==> src/rtl/deserializer.sv <==
// Serial-to-parallel receive front end: collects 8 bits per word, offers each
// word to the downstream queue and re-offers it on full or on response timeout.
module deserializer #(
  parameter bit          MSB_FIRST   = 1'b1,
  parameter int unsigned ACK_TIMEOUT = 15
) (
  input  logic       clock_10k,
  input  logic       reset,
  input  logic       data_in,
  input  logic       write_in,
  input  logic       ack_in,
  input  logic       full_in,
  output logic [7:0] data_out,
  output logic       data_ready_out,
  output logic       status_out,
  output logic       overrun_out,
  output logic [1:0] dbg_state_out
);

  typedef enum logic [1:0] {
    COLLECT = 2'd0,
    ISSUE   = 2'd1,
    WAIT    = 2'd2
  } state_e;

  localparam logic [7:0] TMO_LIMIT = 8'(ACK_TIMEOUT);

  state_e     state_q, state_d;
  logic [2:0] bit_cnt_q, bit_cnt_d;
  logic [7:0] shift_q, shift_d;
  logic [7:0] data_q, data_d;
  logic [7:0] tmo_q, tmo_d;
  logic       overrun_q, overrun_d;

  logic [7:0] shifted;
  logic [7:0] tmo_inc;

  // Handshake: data_ready_out is a single-cycle enqueue request; the queue
  // answers one cycle later with ack_in (accepted) or full_in (rejected).
  // ack_in has priority; with neither, the word is re-offered after
  // ACK_TIMEOUT idle cycles in WAIT.

  always_ff @(posedge clock_10k or posedge reset) begin
    if (reset) begin
      state_q   <= COLLECT;
      bit_cnt_q <= 3'd0;
      shift_q   <= 8'h00;
      data_q    <= 8'h00;
      tmo_q     <= 8'h00;
      overrun_q <= 1'b0;
    end else begin
      state_q   <= state_d;
      bit_cnt_q <= bit_cnt_d;
      shift_q   <= shift_d;
      data_q    <= data_d;
      tmo_q     <= tmo_d;
      overrun_q <= overrun_d;
    end
  end

  always_comb begin
    state_d = state_q;
    tmo_inc = tmo_q + 8'd1;
    unique case (state_q)
      COLLECT: if (write_in && bit_cnt_q == 3'd7) state_d = ISSUE;
      ISSUE:   state_d = WAIT;
      WAIT: begin
        if (ack_in)                  state_d = COLLECT;
        else if (full_in)            state_d = ISSUE;
        else if (tmo_inc == TMO_LIMIT) state_d = ISSUE;
      end
      default: state_d = COLLECT;
    endcase
  end

  always_comb begin
    bit_cnt_d = bit_cnt_q;
    shift_d   = shift_q;
    data_d    = data_q;
    tmo_d     = tmo_q;
    overrun_d = overrun_q;
    if (MSB_FIRST) shifted = {shift_q[6:0], data_in};
    else           shifted = {data_in, shift_q[7:1]};

    case (state_q)
      COLLECT: begin
        if (write_in) begin
          shift_d   = shifted;
          bit_cnt_d = bit_cnt_q + 3'd1;
          if (bit_cnt_q == 3'd7) data_d = shifted;
        end
      end
      ISSUE: tmo_d = 8'h00;
      WAIT:  if (!ack_in && !full_in) tmo_d = tmo_q + 8'd1;
      default: ;
    endcase

    // Bits arriving while a word is pending are dropped, not buffered.
    if (write_in && state_q != COLLECT) overrun_d = 1'b1;
  end

  always_comb begin
    data_out       = data_q;
    data_ready_out = (state_q == ISSUE);
    status_out     = (state_q == COLLECT);
    overrun_out    = overrun_q;
    dbg_state_out  = state_q;
  end

endmodule

==> config.mk <==
export PLATFORM = sky130hd
export DESIGN_NAME = deserializer
export DESIGN_NICKNAME = d
export VERILOG_FILES = /design/src/rtl/deserializer.sv
export SDC_FILE = /design/constraint.sdc
export NUM_CORES = 1
export LEC_CHECK = 0
export ABC_AREA = 1
export CAP_MARGIN = 0
export CORE_MARGIN = 2
export CORE_UTILIZATION = 30
export CTS_CLUSTER_DIAMETER = 50
export DETAILED_ROUTE_END_ITERATION = 10
export GPL_TIMING_DRIVEN = 0
export PLACE_DENSITY = 0.54
export SYNTH_ARGS = -nofsm -noshare
export SYNTH_HDL_FRONTEND = slang
export SYNTH_SLANG_ARGS = --single-unit
==> constraint.sdc <==
create_clock -name clock_10k -period 1.6 [get_ports clock_10k]
set_input_delay 0.4 -clock clock_10k [delete_from_list [all_inputs] [get_ports clock_10k]]
set_output_delay 0.4 -clock clock_10k [all_outputs]
set_load 0.01 [all_outputs]
======== After elaboration in Yosys (flattened, before gate mapping) ========
Index checks and enable logic that the tools add are counted.
operators by class
  equality and inequality tests ........... 7
  mux-type cells .......................... 7
  reduce and logical (&&, ||, !) cells .... 12
  add/subtract/negate cells ............... 2
operators with widths
  cell                   count
  $pmux W8 S2            1
  $add A8 B1 Y8 const B  1
  $eq A8 B4 Y1 const B   1
  $mux W2                4
  $mux W8                1
  $pmux W2 S3            1
  $reduce_and A2 Y1      3
  $ne A4 B4 Y1 const B   1
  $reduce_bool A2 Y1     2
  $add A3 B1 Y3 const B  1
  $eq A3 B3 Y1 const B   1
  $logic_and A1 B1 Y1    3
  $reduce_and A3 Y1      1
  $eq A2 B1 Y1 const B   1
  $eq A2 B2 Y1 const B   1
  $logic_not A1 Y1       2
  $logic_not A2 Y1       1
  $ne A2 B1 Y1 const B   1
  $ne A2 B2 Y1 const B   1
word-level totals
  register bits after elaboration ......... 29
  word-level logic and storage cells ...... 34
  input port bits ......................... 6

======== Depth between registers and ports, before layout ========
Gate-level depths: netlist of the first run.
  depth after elaboration ................. 6
  mapped depth ............................ 10
  mapped depth without buffers ............ 10

======== Worst setup path after synthesis of the first run ========
Ideal clock, no wire load.
  path type ............................... flip-flop to flip-flop
  start point ............................. register state_q[1], in the netlist dbg_state_out[1]
  end point ............................... register data_q[0], in the netlist data_out[0]
  library setup time ...................... 0.121 ns
  clock period less this slack ............ 1.360 ns
  setup slack ............................. 0.240 ns
  required time ........................... 1.479 ns
  arrival ................................. 1.239 ns
  cell stages (with the launch flop) ...... 8
  cell sequence ........................... dfrtp_1 nor2_2 nand2_4 nor2_2 inv_2 buf_6 nand2_1 o21ai_1
on the way
  longest elaborated chain between the ends .. 2
RTL lines
  item                         RTL line  RTL
  start: declaration           28        state_e state_q, state_d;
  start signal: assignment     52        state_q <= state_d;
  $logic_not A2 Y1             n/a
  named net status_out         15        output logic status_out,
  $reduce_and A3 Y1 (no line)  n/a
  end signal: assignment       55        data_q <= data_d;
  end: declaration             31        logic [7:0] data_q, data_d;
The timed path passes the listed nets, and every way through them passes these cells.
A chain may end at the register's enable or synchronous reset.

======== Final worst setup path of the first run ========
  start point ............................. register data_q[5], in the netlist data_out[5]
  end point ............................... output data_out[5]
RTL lines
  item              RTL line  RTL
  end: declaration  13        output logic [7:0] data_out,
No word-level cell between the ends.

==> results.ini, run 1 <==
[routing]
wl_per_cell_um = 10.8
dr.first_iter.drc_count = 55
routed_via_density = 4.48
vias = 1115
dr.pass1.iters = 4
drc = 0
detail-route-antenna-nets = 0
routed_wl_mm = 2.69

[synth]
avgSynthCellArea_um2 = 8.50
yosysWarnings = 0
syn-cell-area_um2 = 1420
synth-seq-cells = 29
synth_flop_cell = dfrtp_1
synth-edff-count = 0
yosysSeqAreaShare_pct = 51.1
synth_cells = 167
synth_nets = 177
ys_types = 22
async_flop_share_pct = 100

[worst_setup_path]
crit_path_start = data_out[5]$_DFFE_PP0P_
cp.required_ns = 1.20
worstRegToRegCells = 8
crit_path_start_kind = register
reg2reg_from = tmo_q[1]$_DFFE_PP0P_
crit_buf_inv = 1
slowest_stage = clkdlybuf4s50_1
critical_path.top_delay_family = buffers and inverters
cp_cell_sequence = clkdlybuf4s50_1
crit_type = register to primary output
cp_slowest_stage_delay_ns = 0.53
rrSetupSlack_ns = 0.09
cp-end-kind = primary output
endpoint = data_out[5]
worst-path-stages = 1
arrival_ns = 1.15
timing.rr.end = dbg_state_out[1]$_DFFE_PP0P_
crit_fanout = 2

[placement]
dpl.cell_count = 239
port_buffers = 18
post-dp-hpwl_mm = 1.88
routabilityCongestion = 0.790
placed_cell_area_um2 = 1670
pre_cts_ws_ns = -0.186

[floorplan]
core_um2 = 4630
rows = 25
die_x_um = 72.8
die_height_um = 72.8
initial_core_util_pct = 30.7
dieArea_um2 = 5300
pin_count = 19

[global_routing]
grt_max_degree = 30
overflow = 0
antenna_found_initial = 0
grt_pass1_wl_mm = 4.74
first_global_vias = 1062
grt_use_total_pct = 11.6

[power_and_ir_drop]
swShare_pct = 32.6
ir_drop_mv = 0.586
power.density_nw_per_um2 = 1520
pwr-share-seq_pct = 39.5
power_mw = 2.77
p_int_mw = 1.86
leakage_nw = 0.894
pwr-share-comb_pct = 32.4
switchingPower_uw = 901
p_clk_share_pct = 28.2

[layout]
fin_nets = 204
syn_to_final_growth_pct = 28.4
drive_gt1_share_pct = 19.5
fill_cells = 480
multi_input_area_um2 = 601
antennaDiodeCount = 0
final_cell_mix = nand2_1, dfrtp_1, inv_1, o21ai_0, nand3_1
final_common_cell = nand2_1
final_area_um2 = 1820
regArea_um2 = 727
instances_no_fill = 249

[clock_tree]
worstSkewPairLatency_ns = 0.28
numCtsBuffers = 5
clock-sinks = 29
clock_path_buffers = 2
htree_levels = 2
cts_tree = built
cts_hold_buffers = 0
cts.clk_slew.worst_paths_ns = 0.06
clock-root-buffer = clkbuf_8

[timing]
slew_headroom_pct = 58.5
fin_setup_tns_ns = 0
setup-violations-final = 0
tightest_slew_ns = 0.621
setup_slack_ns = 0.0476
fin_crit_sh_pct = 97.0
fmax_mhz = 644
maxSlewViolCount = 0
final-hold-violation-count = 0
finalClockSkew_ns = 0.00503
fin_crit_ns = 1.55

[job]
drv_cap = 0

[worst_hold_path]
hold_path_class = register to register

[run_status]
status = finished, final reports clean

==> layer usage <==
metal,up-vias,part of all wire (%),global-route usage (%)
li1,579,-,-
met4,0,2.3,6.79
met2,21,44,17.0
met1,509,50,15.5
met3,6,3.6,3.04
met5,-,0,0
==> cell type report <==
cell class	instances	area share, %
Buffer	2	0.824
Timing Repair Buffer	20	11.0
Multi-Input combinational cell	112	32.9
Clock inverter	1	1.65
Inverter	24	5.28
Clock buffer	7	4.74
Tap cell	54	3.71
Sequential cell	29	39.9
==> synth_stat cells (2+ instances only) <==
master    instances  share of area [%]
inv_2             2               0.53
ha_1              4                3.5
o21bai_1          2                1.1
o21ai_0          14                4.9
nand2_1          49                 13
o21ai_2           6                3.7
nor2_4            2                1.6
nor2_1            9                2.4
nor2_2            4                1.8
o21ai_1           2               0.70
inv_1            20                5.3
dfrtp_1          29                 51
nand2_2           5                2.2
nand3_1          11                3.9
==> stage by stage <==
stage               utilization (%)  hold slack [ns]
floorplan                         -            0.449
global placement               36.0            0.463
detailed placement             36.0            0.459
CTS                            38.8            0.474
global route                   39.4            0.488
finish                         39.4            0.469
==> sequential cells by signal (all words and copies together) (netlist names) <==
register / flops
bit_cnt_q: 3
data_out: 8
dbg_state_out: 2
overrun_out: 1
shift_q: 7
tmo_q: 8
==> power groups by stage <==
stage	clock, mW	combinational, mW	sequential (mW)
floorplan	0	0.500	1.13
global placement	0	0.896	1.10
detailed placement	0	0.908	1.11
CTS	0.801	0.918	1.09
global route	0.839	1.02	1.12
finish	0.779	0.895	1.09
==> logic make-up after synthesis <==
group                    count (synthesis)  synth area share, %
adder cells (fa/ha/maj)                  4                 3.52
AND/OR/NAND/NOR                         82                 26.3
flip-flops                              29                 51.1
buffers and inverters                   26                 7.58
AO/OA/AOI/OAI                           25                 10.9
XOR/XNOR                                 1                0.617
==> timing repair <==
item                                    4_1_cts  5_1_grt
setup buffers                                 2        0
pin swaps                                     1        0
endpoints found under the setup margin        4       37
gates resized for setup                       9       10
cloned                                        0        0
==> how the worst min path moves through the flow <==
stage / startpoint / endpoint / slack [ns] / cells after the start
2_1_floorplan: shift_q[6]$_DFFE_PP0P_ / data_out[7]$_DFFE_PP0P_ / 0.45 / 2
3_3_place_gp: shift_q[6]$_DFFE_PP0P_ / data_out[7]$_DFFE_PP0P_ / 0.46 / 2
3_5_place_dp: data_out[7]$_DFFE_PP0P_ / data_out[7]$_DFFE_PP0P_ / 0.46 / 2
4_1_cts: data_out[7]$_DFFE_PP0P_ / data_out[7]$_DFFE_PP0P_ / 0.47 / 2
5_1_grt: data_out[7]$_DFFE_PP0P_ / data_out[7]$_DFFE_PP0P_ / 0.49 / 2
6_report: data_out[7]$_DFFE_PP0P_ / data_out[7]$_DFFE_PP0P_ / 0.47 / 2
No activity file was read; power rests on OpenSTA's default activity.
==> inputs of run 2 (changes only) <==
--- a/config.mk
+++ b/config.mk
@@ -12,6 +12,7 @@
 export CTS_CLUSTER_DIAMETER = 50
 export DETAILED_ROUTE_END_ITERATION = 10
 export GPL_TIMING_DRIVEN = 0
+export MAX_ROUTING_LAYER = met4
 export PLACE_DENSITY = 0.54
 export SYNTH_ARGS = -nofsm -noshare
 export SYNTH_HDL_FRONTEND = slang
==> results.ini, run 2 (synthesis gave the netlist of run 1 again) <==
[global_routing]
first_global_vias = 1062  ; unchanged
grt_max_degree = 30  ; unchanged
antenna_found_initial = 0  ; unchanged
grt_pass1_wl_mm = 4.73  ; was 4.74 mm
overflow = 0  ; unchanged
grt_use_total_pct = 12.0  ; was 11.6%

[floorplan]
die_x_um = 72.8  ; unchanged
die_height_um = 72.8  ; unchanged
dieArea_um2 = 5300  ; unchanged
pin_count = 19  ; unchanged
initial_core_util_pct = 30.7  ; unchanged
rows = 25  ; unchanged
core_um2 = 4630  ; unchanged

[power_and_ir_drop]
ir_drop_mv = 0.586  ; about the same
p_int_mw = 1.86  ; about the same
p_clk_share_pct = 28.2  ; about the same
power_mw = 2.77  ; about the same
power.density_nw_per_um2 = 1520  ; about the same
pwr-share-comb_pct = 32.4  ; about the same
pwr-share-seq_pct = 39.5  ; about the same
leakage_nw = 0.894  ; unchanged
swShare_pct = 32.6  ; about the same
switchingPower_uw = 902  ; was 901 uW

[worst_setup_path]
cp.required_ns = 1.20  ; about the same
critical_path.top_delay_family = buffers and inverters  ; unchanged
crit_buf_inv = 1  ; unchanged
slowest_stage = clkdlybuf4s50_1  ; unchanged
cp_cell_sequence = clkdlybuf4s50_1  ; unchanged
cp_slowest_stage_delay_ns = 0.53  ; about the same
crit_type = register to primary output  ; unchanged
arrival_ns = 1.15  ; about the same
cp-end-kind = primary output  ; unchanged
crit_path_start_kind = register  ; unchanged
crit_fanout = 2  ; unchanged

[layout]
syn_to_final_growth_pct = 28.4  ; unchanged
fin_nets = 204  ; unchanged
final_common_cell = nand2_1  ; unchanged
fill_cells = 480  ; unchanged
antennaDiodeCount = 0  ; unchanged
final_core_util_pct = 39.4  ; unchanged
final_cell_mix = nand2_1, dfrtp_1, inv_1, o21ai_0, nand3_1  ; unchanged
drive_gt1_share_pct = 19.5  ; unchanged

[timing]
slew_headroom_pct = 58.6  ; was 58.5%
final-hold-violation-count = 0  ; unchanged
tightest_slew_ns = 0.620  ; was 0.621 ns
finalClockSkew_ns = 0.00503  ; about the same
setup-violations-final = 0  ; unchanged
fin_crit_sh_pct = 97.1  ; was 97.0%
fin_crit_ns = 1.55  ; about the same
fmax_mhz = 644  ; about the same
maxSlewViolCount = 0  ; unchanged

[routing]
detail-route-antenna-nets = 0  ; unchanged
wl_per_cell_um = 10.8  ; about the same
wirelength_met1_mm = 1.33  ; was 1.34 mm
dr.pass1.iters = 4  ; unchanged
routed_via_density = 4.51  ; was 4.48
drc = 0  ; unchanged
vias = 1122  ; was 1115
dr.first_iter.drc_count = 55  ; unchanged
routed_wl_mm = 2.69  ; about the same
highest_layer = met4  ; unchanged
dr_wl_met3_um = 100  ; was 98 um
routed-wl-met2_mm = 1.19  ; about the same

[run_status]
status = finished, final reports clean  ; unchanged

[clock_tree]
cts.clk_slew.worst_paths_ns = 0.06  ; about the same
numCtsBuffers = 5  ; unchanged
clock-sinks = 29  ; unchanged
clock_path_buffers = 2  ; unchanged
worstSkewPairLatency_ns = 0.28  ; about the same
cts_tree = built  ; unchanged
htree_levels = 2  ; unchanged
clock-root-buffer = clkbuf_8  ; unchanged

[placement]
post-dp-hpwl_mm = 1.88  ; unchanged
routabilityCongestion = 0.802  ; was 0.790
port_buffers = 18  ; unchanged

[worst_hold_path]
hold_path_class = register to register  ; unchanged

[job]
drv_cap = 0  ; unchanged

[run 2: routing by layer]
metal / track usage (%) / up-vias
li1: - / 580
met1: 15.5 / 513
met2: 17.0 / 23
met3: 3.04 / 6
met4: 6.79 / 0
met5: - / -
[run 2: cell type report]
cell class	instances	area, um2	share of cell area (%)
plain buffers	2	15.0	0.824
clock buffers	7	86.3	4.74
clock inverters	1	30.0	1.65
inverters	24	96.3	5.28
multi-input cells	112	601	32.9
flip-flops and latches	29	727	39.9
well taps	54	67.6	3.71
repair buffers	20	200	11.0
[run 2: timing repair]
action	in CTS	in global routing
setup buffers	2	0
endpoints found under the setup margin	4	37
gates resized for setup	9	10
pin swaps	1	0
hold buffers	0	0
[run 2: worst paths after layout]
kind / start / end / slack (ns) / cells past startpoint
setup / recovery: data_out[5]$_DFFE_PP0P_ / data_out[5] / 0.05 / 1
setup reg to reg: tmo_q[1]$_DFFE_PP0P_ / dbg_state_out[1]$_DFFE_PP0P_ / 0.09 / 8
hold / removal: data_out[7]$_DFFE_PP0P_ / data_out[7]$_DFFE_PP0P_ / 0.47 / 2
hold reg to reg: data_out[7]$_DFFE_PP0P_ / data_out[7]$_DFFE_PP0P_ / 0.47 / 2
min in group asynchronous: reset / data_out[6]$_DFFE_PP0P_ / 0.55 / 2
max in group asynchronous: reset / dbg_state_out[1]$_DFFE_PP0P_ / 0.66 / 2
[run 2: power groups by stage]
stage               logic, mW  registers, mW  clock network [mW]
finish                  0.895           1.09               0.779
global route             1.02           1.12               0.839
CTS                     0.918           1.09               0.801
detailed placement      0.908           1.11                   0
global placement        0.896           1.10                   0
floorplan               0.500           1.13                   0
[run 2: stage by stage]
step	hold slack (ns)	cells	instance area (um2)	TNS, ns	setup WS (ns)
after floorplan	0.449	167	1420	0	0.240
after global placement	0.463	239	1670	-6.95	-0.216
after detailed placement	0.459	239	1670	-6.40	-0.186
after CTS	0.474	249	1800	0	0.00323
after global routing	0.488	249	1820	-0.0750	-0.0377
final	0.469	249	1820	0	0.0472
==> inputs of run 3 (changes only) <==
--- a/config.mk
+++ b/config.mk
@@ -14,6 +14,7 @@
 export GPL_TIMING_DRIVEN = 0
 export MAX_ROUTING_LAYER = met4
 export PLACE_DENSITY = 0.54
+export SETUP_SLACK_MARGIN = 0.3
 export SYNTH_ARGS = -nofsm -noshare
 export SYNTH_HDL_FRONTEND = slang
 export SYNTH_SLANG_ARGS = --single-unit
==> results.ini, run 3 (synthesis gave the netlist of run 1 again) <==
[worst_setup_path]
slowest_stage = dfrtp_1  ; was clkdlybuf4s50_1
crit_path_frequent_cell = buf_6
crit_fanout = 3  ; was 2
reg2reg_from = dbg_state_out[1]$_DFFE_PP0P_  ; was tmo_q[1]$_DFFE_PP0P_
crit_path_start_kind = register  ; unchanged
cp_slowest_stage_delay_ns = 0.42  ; was 0.53 ns
worstRegToRegCells = 10  ; was 8
cp_cell_sequence = buf_6 -> buf_4 -> buf_6  ; was clkdlybuf4s50_1
arrival_ns = 1.07  ; was 1.15 ns
crit_type = register to primary output  ; unchanged
endpoint = dbg_state_out[0]  ; was data_out[5]
timing.rr.end = data_out[1]$_DFFE_PP0P_  ; was dbg_state_out[1]$_DFFE_PP0P_
crit_buf_inv = 3  ; was 1
cp-end-kind = primary output  ; unchanged
critical_path.top_delay_family = flip-flops  ; was buffers and inverters
worst-path-stages = 3  ; was 1
crit_path_start = dbg_state_out[0]$_DFFE_PP0P_  ; was data_out[5]$_DFFE_PP0P_
rrSetupSlack_ns = 0.16  ; was 0.09 ns
cp.required_ns = 1.20  ; about the same

[floorplan]
die_x_um = 72.8  ; unchanged
die_height_um = 72.8  ; unchanged
core_um2 = 4630  ; unchanged
rows = 25  ; unchanged
pin_count = 19  ; unchanged
dieArea_um2 = 5300  ; unchanged
initial_core_util_pct = 30.7  ; unchanged

[layout]
antennaDiodeCount = 0  ; unchanged
fin_nets = 226  ; was 204
drive_gt1_share_pct = 43.3  ; was 19.5%
regArea_um2 = 729  ; was 727 um2
syn_to_final_growth_pct = 52.2  ; was 28.4%
final_cell_mix = nand2_1, dfrtp_1, buf_4, inv_1, o21ai_0  ; was nand2_1, dfrtp_1, inv_1, o21ai_0, nand3_1
final_common_cell = nand2_1  ; unchanged
multi_input_area_um2 = 724  ; was 601 um2
fill_cells = 446  ; was 480

[timing]
final-hold-violation-count = 0  ; unchanged
finalClockSkew_ns = 0.00565  ; was 0.00503 ns
fin_crit_sh_pct = 91.8  ; was 97.1%
fin_crit_ns = 1.47  ; was 1.55 ns
fin_setup_tns_ns = 0  ; unchanged
maxSlewViolCount = 0  ; unchanged
slew_headroom_pct = 57.7  ; was 58.6%
tightest_slew_ns = 0.633  ; was 0.620 ns
grt_setup_unrepaired = yes
fmax_mhz = 681  ; was 644 MHz
setup-violations-final = 0  ; unchanged

[routing]
routed_wl_mm = 3.06  ; was 2.69 mm
drc = 0  ; unchanged
highest_layer = met4  ; unchanged
wl_per_cell_um = 11.3  ; was 10.8 um
wirelength_met1_mm = 1.51  ; was 1.33 mm
dr.first_iter.drc_count = 65  ; was 55
vias = 1194  ; was 1122
detail-route-antenna-nets = 0  ; unchanged
routed-wl-met2_mm = 1.36  ; was 1.19 mm
dr.pass1.iters = 4  ; unchanged
dr_wl_met3_um = 136  ; was 100 um
routed_via_density = 4.41  ; was 4.51

[global_routing]
antenna_found_initial = 0  ; unchanged
overflow = 0  ; unchanged
grt_max_degree = 30  ; unchanged
grt_use_total_pct = 13.0  ; was 12.0%
first_global_vias = 1177  ; was 1062
grt_pass1_wl_mm = 5.19  ; was 4.73 mm

[clock_tree]
worstSkewPairLatency_ns = 0.28  ; about the same
clock_path_buffers = 2  ; unchanged
cts_hold_buffers = 0  ; unchanged
clock-sinks = 29  ; unchanged
clock-root-buffer = clkbuf_8  ; unchanged
cts.clk_slew.worst_paths_ns = 0.07  ; was 0.06 ns
numCtsBuffers = 5  ; unchanged
cts_tree = built  ; unchanged
htree_levels = 2  ; unchanged

[placement]
port_buffers = 18  ; unchanged
post-dp-hpwl_mm = 1.94  ; was 1.88 mm
routabilityCongestion = 0.815  ; was 0.802

[run_status]
status = finished, final reports clean  ; unchanged

[worst_hold_path]
holdCritStartpoint = shift_q[6]$_DFFE_PP0P_  ; was data_out[7]$_DFFE_PP0P_
hold_path_class = register to register  ; unchanged

[power_and_ir_drop]
power_mw = 3.20  ; was 2.77 mW
power.density_nw_per_um2 = 1480  ; was 1520 nW/um2
leakage_nw = 1.00  ; was 0.894 nW
ir_drop_mv = 0.761  ; was 0.586 mV

[job]
drv_cap = 0  ; unchanged

==> run 3: where the power goes <==
group          switching (mW)  leakage [nW]  total, mW  internal [mW]
logic                   0.643         0.565       1.31          0.663
registers               0.146         0.377       1.10          0.956
clock network           0.281        0.0585      0.788          0.507
==> run 3: worst min path at each step <==
| stage | to | slack (ns) | cells after the start |
|---|---|---|---|
| after floorplan | data_out[7]$_DFFE_PP0P_ | 0.45 | 2 |
| after global placement | data_out[7]$_DFFE_PP0P_ | 0.46 | 2 |
| after detailed placement | data_out[7]$_DFFE_PP0P_ | 0.46 | 2 |
| after CTS | data_out[7]$_DFFE_PP0P_ | 0.48 | 2 |
| after global routing | data_out[1]$_DFFE_PP0P_ | 0.50 | 2 |
| final | data_out[7]$_DFFE_PP0P_ | 0.47 | 2 |
==> run 3: worst min-delay path: stages (launching register included) <==
cell and delay [ns]:
dfrtp_1 0.34, nand2_1 0.05, nand2_1 0.05
==> run 3: per-layer routing <==
layer,up-vias,GRT usage (%)
met4,0,6.17
met5,-,-
met3,4,3.04
met1,540,17.2
li1,620,-
met2,30,18.9
==> run 3: what timing repair did <==
item,4_1_cts,5_1_grt
setup endpoints to repair,66,37
buffers inserted,15,8
pin swaps,7,12
resized for setup,69,36
cloned,1,0
==> run 3: per-stage QoR <==
step / cells / hold slack, ns / util, % / instance area (um2) / setup WS [ns]
final: 271 / 0.471 / 46.7 / 2160 / 0.130
after global routing: 271 / 0.498 / 46.7 / 2160 / 0.0886
after CTS: 263 / 0.480 / 44.3 / 2050 / 0.0925
after detailed placement: 239 / 0.461 / 36.2 / 1680 / -0.214
after global placement: 239 / 0.462 / 36.2 / 1680 / -0.234
after floorplan: 167 / 0.449 / - / 1430 / 0.308
==> run 3: area by class of cell <==
cell class,instances,area share (%)
sequential,29,33.7
multi-input combinational,112,33.5
timing repair buffer,42,18.2
inverter,24,5.03
clock buffer,7,3.99
tap,54,3.13
clock inverter,1,1.39
buffer,2,1.04
